===== src/rtl/fetch_pkg.sv =====
`default_nettype none
// ============================================================================
// Module  : fetch_pkg
// Purpose : Shared definitions for the instruction-fetch block: FSM state
//           encoding, PC increment and default memory-timeout length.
// Ports   : none (package)
// Revision: 1.0 - initial release
// ============================================================================
package fetch_pkg;

  typedef enum logic [1:0] {
    ST_IDLE   = 2'd0,
    ST_REQ    = 2'd1,
    ST_UPDATE = 2'd2,
    ST_ERR    = 2'd3
  } state_t;

  localparam logic [15:0] PC_INC      = 16'd2;
  localparam int          TIMEOUT_DEF = 255;
  localparam int          TMR_W       = 8;   // wide enough for TIMEOUT up to 255

endpackage : fetch_pkg
`default_nettype wire


===== src/rtl/fetch_timer.sv =====
`default_nettype none
// ============================================================================
// Module  : fetch_timer
// Purpose : Counts REQ-state cycles without a memory acknowledge and flags
//           the cycle on which the TIMEOUT-th such cycle occurs.
// Ports   : clk      - clock
//           rst_n    - asynchronous active-low reset
//           i_clear  - synchronous clear to zero
//           i_enable - count this cycle
//           o_tc     - terminal count: this enabled cycle is the TIMEOUT-th
// Revision: 1.0 - initial release
// ============================================================================
module fetch_timer
  import fetch_pkg::*;
#(
  parameter int TIMEOUT = TIMEOUT_DEF
) (
  input  logic clk,
  input  logic rst_n,
  input  logic i_clear,
  input  logic i_enable,
  output logic o_tc
);

  localparam logic [TMR_W-1:0] c_LAST = TMR_W'(TIMEOUT - 1);

  logic [TMR_W-1:0] r_count;

  always_ff @(posedge clk or negedge rst_n) begin
    if (!rst_n) begin
      r_count <= '0;
    end else if (i_clear) begin
      r_count <= '0;
    end else if (i_enable) begin
      r_count <= r_count + TMR_W'(1);
    end
  end

  // Combinational so the FSM leaves REQ on exactly the TIMEOUT-th idle cycle.
  assign o_tc = i_enable && (r_count == c_LAST);

endmodule : fetch_timer
`default_nettype wire


===== src/rtl/instr_fetch.sv =====
`default_nettype none
// ============================================================================
// Module  : instr_fetch
// Purpose : Instruction-fetch FSM. Issues a memory read at the current PC,
//           loads the instruction register, pulses a PC write of PC+2, and
//           latches a sticky fault on misalignment or memory timeout.
// Ports   : CLK         - clock
//           reset       - asynchronous active-low reset
//           fetch_start - start a fetch at PCOut (honoured in IDLE only)
//           flush       - abandon an in-flight fetch
//           PCOut[15:0] - current program counter
//           mem_req     - memory read request (REQ state)
//           mem_addr    - memory byte address (0 outside REQ)
//           mem_rdata   - memory read data, valid with mem_ack
//           mem_ack     - single-cycle memory completion strobe
//           IR[15:0]    - instruction register
//           ir_valid    - one-cycle pulse on new IR
//           PCInA[15:0] - fetch address + 2
//           PCWrite     - one-cycle PC write enable
//           busy        - not IDLE
//           fault       - sticky error flag
// Revision: 1.0 - initial release
// ============================================================================
module instr_fetch
  import fetch_pkg::*;
#(
  parameter int TIMEOUT = TIMEOUT_DEF
) (
  input  logic        CLK,
  input  logic        reset,
  input  logic        fetch_start,
  input  logic        flush,
  input  logic [15:0] PCOut,
  output logic        mem_req,
  output logic [15:0] mem_addr,
  input  logic [15:0] mem_rdata,
  input  logic        mem_ack,
  output logic [15:0] IR,
  output logic        ir_valid,
  output logic [15:0] PCInA,
  output logic        PCWrite,
  output logic        busy,
  output logic        fault
);

  state_t      r_state;
  logic [15:0] r_ir;
  logic [15:0] r_addr_q;
  logic        r_fault;

  logic w_start_ok;
  logic w_tmr_en;
  logic w_tmr_tc;

  assign w_start_ok = (r_state == ST_IDLE) && fetch_start && !PCOut[0];
  // Only REQ cycles that neither complete nor get flushed count toward timeout.
  assign w_tmr_en   = (r_state == ST_REQ) && !mem_ack && !flush;

  fetch_timer #(
    .TIMEOUT (TIMEOUT)
  ) u_timer (
    .clk      (CLK),
    .rst_n    (reset),
    .i_clear  (w_start_ok),
    .i_enable (w_tmr_en),
    .o_tc     (w_tmr_tc)
  );

  always_ff @(posedge CLK or negedge reset) begin
    if (!reset) begin
      r_state  <= ST_IDLE;
      r_ir     <= 16'h0000;
      r_addr_q <= 16'h0000;
      r_fault  <= 1'b0;
    end else begin
      case (r_state)
        ST_IDLE: begin
          if (fetch_start) begin
            if (PCOut[0]) begin
              r_state <= ST_ERR;
              r_fault <= 1'b1;
            end else begin
              r_addr_q <= PCOut;
              r_state  <= ST_REQ;
            end
          end
        end
        ST_REQ: begin
          // Flush wins over a same-cycle acknowledge: the data is discarded.
          if (flush) begin
            r_state <= ST_IDLE;
          end else if (mem_ack) begin
            r_ir    <= mem_rdata;
            r_state <= ST_UPDATE;
          end else if (w_tmr_tc) begin
            r_state <= ST_ERR;
            r_fault <= 1'b1;
          end
        end
        ST_UPDATE: r_state <= ST_IDLE;
        ST_ERR:    r_fault <= 1'b1;   // held until reset
        default:   r_state <= ST_IDLE;
      endcase
    end
  end

  // Decoded from state so the async reset drops them immediately.
  assign mem_req  = (r_state == ST_REQ);
  assign mem_addr = (r_state == ST_REQ) ? r_addr_q : 16'h0000;
  assign PCWrite  = (r_state == ST_UPDATE);
  assign ir_valid = (r_state == ST_UPDATE);
  assign busy     = (r_state != ST_IDLE);
  assign PCInA    = r_addr_q + PC_INC;
  assign IR       = r_ir;
  assign fault    = r_fault;

endmodule : instr_fetch
`default_nettype wire


===== config.mk =====
export PLATFORM = sky130hd
export DESIGN_NAME = instr_fetch
export DESIGN_NICKNAME = d
export VERILOG_FILES = /design/src/rtl/fetch_pkg.sv /design/src/rtl/fetch_timer.sv /design/src/rtl/instr_fetch.sv
export SDC_FILE = /design/constraint.sdc
export NUM_CORES = 1
export LEC_CHECK = 0
export BUFFER_PORTS_ARGS = -buffer_cell sky130_fd_sc_hd__buf_4
export CORE_AREA = 2 2 66 94
export DETAILED_ROUTE_END_ITERATION = 12
export DIE_AREA = 0 0 68 96
export HOLD_SLACK_MARGIN = 0.15
export PLACE_DENSITY = 0.75
export SLEW_MARGIN = 25
export SYNTH_ARGS = -nofsm -noshare
export SYNTH_HDL_FRONTEND = slang
export SYNTH_SLANG_ARGS = --single-unit
export TNS_END_PERCENT = 5

===== constraint.sdc =====
create_clock -name CLK -period 2.1 [get_ports CLK]
set_input_delay 0.105 -clock CLK [delete_from_list [all_inputs] [get_ports CLK]]
set_output_delay 0.105 -clock CLK [all_outputs]
set_load 0.05 [all_outputs]

* Word-level counts from Yosys, hierarchy flattened *
Index checks and enable logic that the tools add are counted.

cells by class
  equal/unequal tests = 10
  order comparisons = 0
  bitwise logic cells = 2
  add/subtract/negate cells = 2
  reductions and logical operators = 17
  divide/modulo/power cells = 0
  muxes and demuxes = 15
  shift operators = 0
  multiply operators = 0

operator list
  cell                     count
  $add A16 B2 Y16 const B  1
  $mux W16                 1
  $mux W8                  2
  $mux W2                  5
  $reduce_and A3 Y1        3
  $add A8 B1 Y8 const B    1
  $eq A8 B8 Y1 const B     1
  $ne A2 B2 Y1 const B     4
  $pmux W2 S3              1
  $reduce_and A6 Y1        1
  $reduce_bool A3 Y1       2
  $logic_and A1 B1 Y1      5
  $mux W1                  5
  $eq A2 B2 Y1 const B     2
  $ne A4 B2 Y1 const B     1
  $reduce_bool A2 Y1       2
  $logic_not A1 Y1         3
  $pmux W1 S3              1
  $eq A2 B1 Y1 const B     1
  $logic_not A2 Y1         1
  $ne A2 B1 Y1 const B     1
  $not A1 Y1               2

word-level totals
  input port bits = 37
  bits in read-only memories = 0
  logic and storage cells = 51
  register bits = 42
  memories kept = 0
  memory bits (writable) = 0
  bits in latches = 0

* Logic depth before layout (Yosys ltp) *
Gate-level depths: netlist of run 1.

  depth in word-level cells = 8
  gate-level depth with buffers = 8
  depth with buffers taken out = 6

* By module *
A second synthesis of run 1 with hierarchy kept.

unflattened totals
  cells, all modules = 191
  area, all modules = 2225.9 um^2

modules (own cells, without submodules)
  module       cells each  times used  area each (um^2)
  instr_fetch  150         1           1814.2
  fetch_timer  41          1           411.6

* Worst setup path after synthesis of run 1 *
OpenSTA, ideal clock, no wires.

  kind = register to output
  start = reg r_addr_q[1]
  end = out PCInA[11]
  buffers on the path = 0
  required time = 1.995 ns
  path slack = 0.141 ns
  stages on the path, launching flop included = 6
  arrival time = 1.854 ns
  cell sequence = dfrtp_1 > ha_1 > nand3_1 > nor2_1 > nand4_1 > xnor2_1

between the ends
  cells in the longest elaborated chain, start to end = 1

RTL lines
  what                      RTL line            source
  start: declaration        instr_fetch.sv:48   logic [15:0] r_addr_q;
  start signal: assignment  instr_fetch.sv:83   r_addr_q <= PCOut;
  $add A16 B2 Y16           instr_fetch.sv:113  assign PCInA = r_addr_q + PC_INC;
  end: declaration          instr_fetch.sv:40   output logic [15:0] PCInA,

No other way between the ends.

* Worst setup path after layout of run 1 *
  start = reg r_addr_q[1]
  end = out PCInA[13]

Same word-level chain as after synthesis.

==> flow_summary.ini, run 1 <==
[status]
status = finished, final reports clean

[yosys]
async_flop_share_pct = 100.0
synth_area_um2 = 2217
yosysTopAreaCell = dfrtp_1
ys_warn_count = 0
yosysTopAreaCellShare_pct = 47.40
ys_top_cells_by_area = dfrtp_1 (47%), nand2_1 (8.5%), mux2_4 (6.8%), and2_1 (4.5%), xor2_1 (4.3%)
yosysMostFrequentCell = nand2_1
synth_seq_cells = 42
seq_area_frac_synth_pct = 47.40
synth_flop_cell = dfrtp_1
syn-mean-instance-area_um2 = 10.26
ys_types = 37
synthCells = 216
synth_edf_count = 0
synthTopCellsByCount = nand2_1 (50), dfrtp_1 (42), and2_1 (16), nor2_1 (12), xor2_1 (11)

[placed_design]
gp_congestion = 0.8061
io_buffer_count = 87
dp_hpwl_mm = 3.592
dp_slack_ps = 416.9

[floorplan]
start_util_pct = 38.91
rows = 33
die_h_um = 96
pin_count = 90
die_area_um2 = 6528
core_um2 = 5698
dieWidth_um = 68

[timing]
slew_violations = 0
fin_tns_setup_ps = 0
maxSlewHeadroom_pct = 65.40
period_needed_ps = 1990
worstMarginPinSlew_ps = 519.0
post-route-period-util_pct = 94.75
clock-skew-final_ps = 6.841
fmax_mhz = 502.6
hold_ws_ps = 167.5
fin_ws_ps = 110.2
finalSetupViolCount = 0
finalHoldViolations = 0

[power]
vdd_drop_max_uv = 653.5
p_leak_uw = 0.001701
comb_power_share_pct = 64.5
power_switching_uw = 2952
p_per_area_nw_per_um2 = 1664
clockPowerShare_pct = 9.0
netSwitchingFraction_pct = 53.10
p_seq_share_pct = 26.5
p_int_uw = 2607

[setup_path]
crit_path_start_kind = flop
critPathKind = flop to primary output
worstSetupEndpointType = primary output
critPathRequiredTime_ps = 2000
arrival_ps = 1880
regToRegSetupSlack_ps = 480
worstPathMaxFanout = 5

[cts]
h-tree-depth = 2
cts_max_path_buffers = 2
clk_pin_slew_worst_paths_ps = 70
cts_tree = built
post-cts-setup-buffers = 0
cts-root-buf = clkbuf_8
clock_latency_ps = 290
clock-sinks = 42
cts_buffers = 5

[global_route]
grt.total_usage_pct = 16.89
grt_start_max_net_pins = 43
grt_pass1_vias = 1886
grt_pass1_wl_mm = 8.362
antenna_found_initial = 0
overflow = 0

[final_layout]
nets = 379
area_growth_pct = 50.73
seq_area_um2 = 1051
multi_input_area_um2 = 1086
antenna_cells = 0
layout-drive-gt1-share_pct = 36.90
fill_cells = 478

[routing]
postRouteAntennaNets = 0
dr_total_vias = 1860
drt-initial-drc-count = 44
first_pass_iters = 4
via_per_inst = 4.581
drc = 0
finalWirelength_mm = 5.185
wire_per_inst_um = 12.77

[worst_hold_path]
hold_class = input pin to flop

[flow_run]
drv_cap = 0
[power groups by stage]
stage,sequential (uW),clock [uW],combinational (uW)
global route,1530,558,3800
finish,1470,501,3590
global placement,1460,0,3500
detailed placement,1480,0,3530
CTS,1470,523,3600
floorplan,1970,0,2050
[state kept, by name, indices dropped and copies added (netlist names)]
name	count
r_addr_q	15
r_state	2
u_timer.r_count	8
fault	1
IR	16
[repair_timing]
item                                   in CTS  in global routing
setup endpoints to repair                   0                  3
resized for setup                           0                  2
hold buffers                               32                  0
endpoints found under the hold margin      73                  0
[metrics by stage]
stage / instances / total power (uW) / instance area (um2) / util (%)
CTS: 406 / 5587 / 3334 / 58.52
global placement: 366 / 4963 / 2928 / 51.38
detailed placement: 366 / 5016 / 2928 / 51.38
floorplan: 217 / 4018 / 2221 / -
global route: 406 / 5881 / 3342 / 58.65
finish: 406 / 5560 / 3342 / 58.65
[layout make-up]
type	instances	share of cell area [%]
clock buffer	6	2.171
clock inverter	2	0.4118
inverter	6	0.6739
multi-input combinational	158	32.50
sequential	42	31.45
tap	70	2.621
timing repair buffer	122	30.18
[per-layer routing]
layer | vias to the layer above | global-route usage [%] | share of wire (%)
met2 | 56 | 31.39 | 55
met5 | - | 0 | 0
li1 | 933 | - | -
met3 | 11 | 3.041 | 5.2
met1 | 860 | 18.04 | 37
met4 | 0 | 7.333 | 1.9
[path summary, 6_finish.rpt]
check,from,endpoint,depth (start not counted)
min in group asynchronous,reset,fault,2
max,r_addr_q[1],PCInA[13],6
min reg2reg,IR[4],IR[4],1
max reg2reg,r_state[1],u_timer.r_count[4],7
max in group asynchronous,reset,IR[5],2
min,PCOut[0],r_state[1],3
[cell families after synthesis]
| family | synth area share (%) |
|---|---|
| AND/OR/NAND/NOR | 23.19 |
| flip-flops | 47.40 |
| XOR/XNOR | 7.901 |
| multiplexers | 10.72 |
| buffers and inverters | 4.119 |
| adder cells (fa/ha/maj) | 3.950 |
| AO/OA/AOI/OAI | 2.540 |
| other | 0.1691 |
[worst max-delay path, cell delays in order, from the launching register on]
cell,delay [ps]
dfrtp_1,410
ha_1,200
nand3_1,210
nor2_4,200
nand3_1,100
xnor2_1,220
buf_4,250
[cells in the final DEF (no fill, tap or decap), drive strengths merged, types with 8 or more instances in the layout]
cell,Yosys,layout
buf,8,90
nand2,51,51
dfrtp,42,42
dlygate4sd3,0,32
and2,16,16
mux2,16,16
nor2,15,15
xor2,11,11
xnor2,9,9
nand3,8,8
No activity file was read; power rests on OpenSTA's default activity.
==> inputs of run 2 (changes only) <==
--- a/config.mk
+++ b/config.mk
@@ -7,6 +7,7 @@
 export LEC_CHECK = 0
 export BUFFER_PORTS_ARGS = -buffer_cell sky130_fd_sc_hd__buf_4
 export CORE_AREA = 2 2 66 94
+export CTS_BUF_LIST = sky130_fd_sc_hd__clkbuf_4
 export DETAILED_ROUTE_END_ITERATION = 12
 export DIE_AREA = 0 0 68 96
 export HOLD_SLACK_MARGIN = 0.15
==> run 2 against run 1 <==
Effect of this change: sequential cell count is the same; routed wire length grew 3.3%; cell area grew 1.2%; clock power shrank 20%; global-route usage grew 0.32 points; clock skew grew 5.5 ps; largest power group unchanged.
==> flow_summary.ini, run 2 (synthesis gave the netlist of run 1 again) <==
[status]
status = finished, final reports clean

[timing]
post-route-period-util_pct = 94.54
worstMarginPinSlew_ps = 525.1
maxSlewHeadroom_pct = 65.00
finalHoldViolations = 0
finalSetupViolCount = 0
slew_violations = 0
fin_ws_ps = 114.8
fmax_mhz = 503.7
clock-skew-final_ps = 12.34
period_needed_ps = 1985
hold_ws_ps = 207.8

[global_route]
grt.total_usage_pct = 17.20
antenna_found_initial = 0
overflow = 0
grt_pass1_wl_mm = 8.452
grt_start_max_net_pins = 43
grt_pass1_vias = 1874

[cts]
cts-root-buf = clkbuf_4
cts_max_path_buffers = 2
h-tree-depth = 2
cts_tree = built
clk_pin_slew_worst_paths_ps = 120
clock-sinks = 42
cts_buffers = 5
clock_latency_ps = 340
post-cts-setup-buffers = 0

[floorplan]
core_um2 = 5698
die_h_um = 96
pin_count = 90
die_area_um2 = 6528
start_util_pct = 38.91
rows = 33
dieWidth_um = 68

[placed_design]
gp_congestion = 0.8061
dpl-instance-area_um2 = 2928
io_buffer_count = 87
dp_slack_ps = 416.9
dp_hpwl_mm = 3.592

[power]
vdd_drop_max_uv = 656.8
p_per_area_nw_per_um2 = 1626
p_leak_uw = 0.001711

[routing]
via_per_inst = 4.655
met3_length_um = 299
drc = 0
postRouteAntennaNets = 0
wire_per_inst_um = 13.03
first_pass_iters = 4
finalWirelength_mm = 5.355
drt-initial-drc-count = 35
top_layer = met4
dr_total_vias = 1913
wl_met2_mm = 2.947
wirelength_met1_mm = 2.014

[final_layout]
area_growth_pct = 52.48
nets = 384
fin_util_pct = 59.33
fill_cells = 480
largest_register_ffs = 16
antenna_cells = 0
layout-drive-gt1-share_pct = 37.83
final_cell_area_um2 = 3381
layout_commonest_cell = buf_4
layout_common_cells = buf_4 (89), nand2_1 (50), dfrtp_1 (41)

[worst_hold_path]
hold_class = input pin to flop

[setup_path]
critPathRequiredTime_ps = 2000
crit_path_start_kind = flop
worstPathMaxFanout = 5
worstSetupEndpointType = primary output
critPathKind = flop to primary output
arrival_ps = 1880

[flow_run]
drv_cap = 0
## run 2: cell types whose count changed in the layout (fill, tap and decap cells not counted), sizes merged
| cell | previous run | this run |
|---|---|---|
| dlygate4sd3 | 32 | 37 |
## run 2: worst paths after layout
kind / slack [ps] / end / depth (start not counted) / from
hold / removal: 210 / r_state[1] / 4 / flush
setup reg to reg: 280 / r_addr_q[2] / 7 / r_state[0]
setup / recovery: 110 / PCInA[14] / 5 / r_addr_q[6]
min in group asynchronous: 270 / IR[4] / 2 / reset
hold reg to reg: 520 / IR[4] / 1 / IR[4]
max in group asynchronous: 1450 / r_addr_q[5] / 2 / reset
## run 2: timing repair
item | in CTS | in global routing
endpoints found under the hold margin | 75 | 0
resized for setup | 0 | 6
endpoints found under the setup margin | 0 | 5
hold buffers | 37 | 0
## run 2: per-layer routing
layer | vias to the layer above | global-route usage (%)
met4 | 0 | 6.667
met3 | 9 | 3.509
met1 | 899 | 18.35
met2 | 63 | 32.12
li1 | 942 | -
met5 | - | 0
## run 2: power breakdown
group	internal, uW	switching, uW
Sequential	1150	328
Clock	145	255
Combinational	1230	2380
Total	2530	2970
## run 2: area by class of cell
cell class	count	area, um2	area share (%)
multi-input combinational	158	1101	32.57
timing repair buffer	127	1059	31.31
sequential	42	1052	31.13
tap	70	87.58	2.591
clock buffer	6	45.04	1.332
inverter	6	22.52	0.6662
clock inverter	2	13.76	0.4071
## run 2: worst max-delay path: stages (launching register included)
cell and delay, ps:
dfrtp_1 440, nand3_1 160, nand2b_1 280, nor3_2 230, xor2_1 210, buf_4 240
## run 2: through the flow
step / setup TNS, ps / total power (uW) / cells
after global placement: 0 / 4963 / 366
after global routing: -7.134 / 5812 / 411
after detailed placement: 0 / 5016 / 366
final: 0 / 5497 / 411
after floorplan: 0 / 4018 / 217
after CTS: 0 / 5487 / 411
==> inputs of run 3 (changes only) <==
--- a/config.mk
+++ b/config.mk
@@ -10,7 +10,7 @@
 export CTS_BUF_LIST = sky130_fd_sc_hd__clkbuf_4
 export DETAILED_ROUTE_END_ITERATION = 12
 export DIE_AREA = 0 0 68 96
-export HOLD_SLACK_MARGIN = 0.15
+export HOLD_SLACK_MARGIN = 0.05
 export PLACE_DENSITY = 0.75
 export SLEW_MARGIN = 25
 export SYNTH_ARGS = -nofsm -noshare
==> constraint.sdc (replaced) <==
create_clock -name CLK -period 1.95 [get_ports CLK]
set_input_delay 0.0975 -clock CLK [delete_from_list [all_inputs] [get_ports CLK]]
set_output_delay 0.0975 -clock CLK [all_outputs]
set_load 0.05 [all_outputs]
==> run 3 against run 2 <==
Effect of this change: clock-buffer cell count fell by 1; clock power rose by 73%; core utilization rose by 0.99 points; routed wire length fell by 0.34%; clock skew fell by 4.7 ps; power rose by 14%; sequential share of layout area fell by 0.40 points; highest routed layer unchanged.
==> flow_summary.ini, run 3 (synthesis gave the netlist of run 1 again) <==
[cts]
cts_tree = built
h-tree-depth = 2
cts-root-buf = clkbuf_4
cts_max_path_buffers = 2
clock_latency_ps = 350
clock-sinks = 42
clk_pin_slew_worst_paths_ps = 120
cts_buffers = 5

[power]
p_per_area_nw_per_um2 = 1818
p_leak_uw = 0.001746
vdd_drop_max_uv = 806.7

[floorplan]
pin_count = 90
core_um2 = 5698
start_util_pct = 38.91
dieWidth_um = 68
die_h_um = 96
rows = 33
die_area_um2 = 6528

[setup_path]
critPathKind = flop to primary output
rr_worst_depth = 4
arrival_ps = 1740
worstPathMaxFanout = 5
worstSetupEndpointType = primary output
crit_path_start_kind = flop
critPathRequiredTime_ps = 1850

[global_route]
grt.total_usage_pct = 16.54
grt_pass1_wl_mm = 8.273
overflow = 0
antenna_found_initial = 0
grt_pass1_vias = 1922
grt_start_max_net_pins = 43

[final_layout]
layout_common_cells = buf_4 (94), nand2_1 (50), dfrtp_1 (38)
area_growth_pct = 55.02
fin_cells = 411
largest_register_ffs = 16
layout_commonest_cell = buf_4
antenna_cells = 0
layout-drive-gt1-share_pct = 40.76
nets = 384

[timing]
finalSetupViolCount = 0
period_needed_ps = 1841
slew_violations = 0
clock-skew-final_ps = 7.622
worstMarginPinSlew_ps = 525.2
finalHoldViolations = 0
post-route-period-util_pct = 94.39
fmax_mhz = 543.3
fin_tns_setup_ps = 0
rsz0062_at_grt = no
maxSlewHeadroom_pct = 64.98

[worst_hold_path]
min_path_cells = 3
hold_class = input pin to flop

[placed_design]
gp_congestion = 0.8164
numPlacedInstances = 367
dp_hpwl_mm = 3.660
io_buffer_count = 87

[routing]
finalWirelength_mm = 5.337
first_pass_iters = 4
via_per_inst = 4.676
drc = 0
dr_total_vias = 1922
wire_per_inst_um = 12.99
postRouteAntennaNets = 0
drt-initial-drc-count = 74

[status]
status = finished, final reports clean

[flow_run]
drv_cap = 0
-- run 3: metrics by stage --
| stage | hold slack [ps] | worst slack [ps] | area (um2) | power (uW) | utilization [%] |
|---|---|---|---|---|---|
| 5_1_grt | 73.83 | 1.020 | 3437 | 6582 | 60.32 |
| 4_1_cts | 78.66 | 1.073 | 3381 | 6196 | 59.33 |
| 3_5_place_dp | 116.3 | 257.0 | 2930 | 5411 | 51.43 |
| 6_report | 93.35 | 109.4 | 3437 | 6248 | 60.32 |
| 3_3_place_gp | 115.3 | 326.9 | 2930 | 5358 | 51.43 |
| 2_1_floorplan | -198.1 | 4.257 | 2228 | 4336 | - |
-- run 3: final timing paths --
path | startpoint | to | slack, ps
min in group asynchronous | reset | fault | 250
min reg2reg | IR[5] | IR[5] | 520
min | fetch_start | fault | 90
max | r_addr_q[4] | PCInA[14] | 110
max reg2reg | r_state[0] | IR[2] | 340
max in group asynchronous | reset | r_addr_q[4] | 1310
-- run 3: cell type report --
class,instances,area (um2)
Fill cell,473,2261
Multi-Input combinational cell,158,1127
Sequential cell,42,1056
Timing Repair Buffer,127,1037
Tap cell,70,87.58
Clock inverter,3,68.82
Clock buffer,5,37.54
Inverter,6,22.52
-- run 3: what timing repair did --
| action | CTS | global route |
|---|---|---|
| setup endpoints to repair | 4 | 7 |
| endpoints found under the hold margin | 73 | 0 |
| resized for setup | 4 | 10 |
| hold buffers | 32 | 0 |
| buffers inserted | 1 | 3 |
| pin swaps | 0 | 3 |
-- run 3: layer usage --
layer	vias to the layer above	GRT usage, %	part of all wire (%)
li1	943	-	-
met5	-	0	0
met1	900	17.78	36
met3	14	3.158	4.9
met2	65	30.42	56
met4	0	7.333	2.7
-- run 3: report_power, final --
group          internal (uW)  leakage, uW  total [uW]  switching (uW)
logic                   1390      0.00118        3960            2570
registers               1250     0.000512        1600             351
clock network            401    0.0000554         691             290
-- run 3: worst max-delay path, cell delays in order, from the launching register on --
cell,delay [ps]
dfrtp_2,450
and4_2,280
nand2b_4,80
nor3_2,200
xor2_1,170
buf_4,220
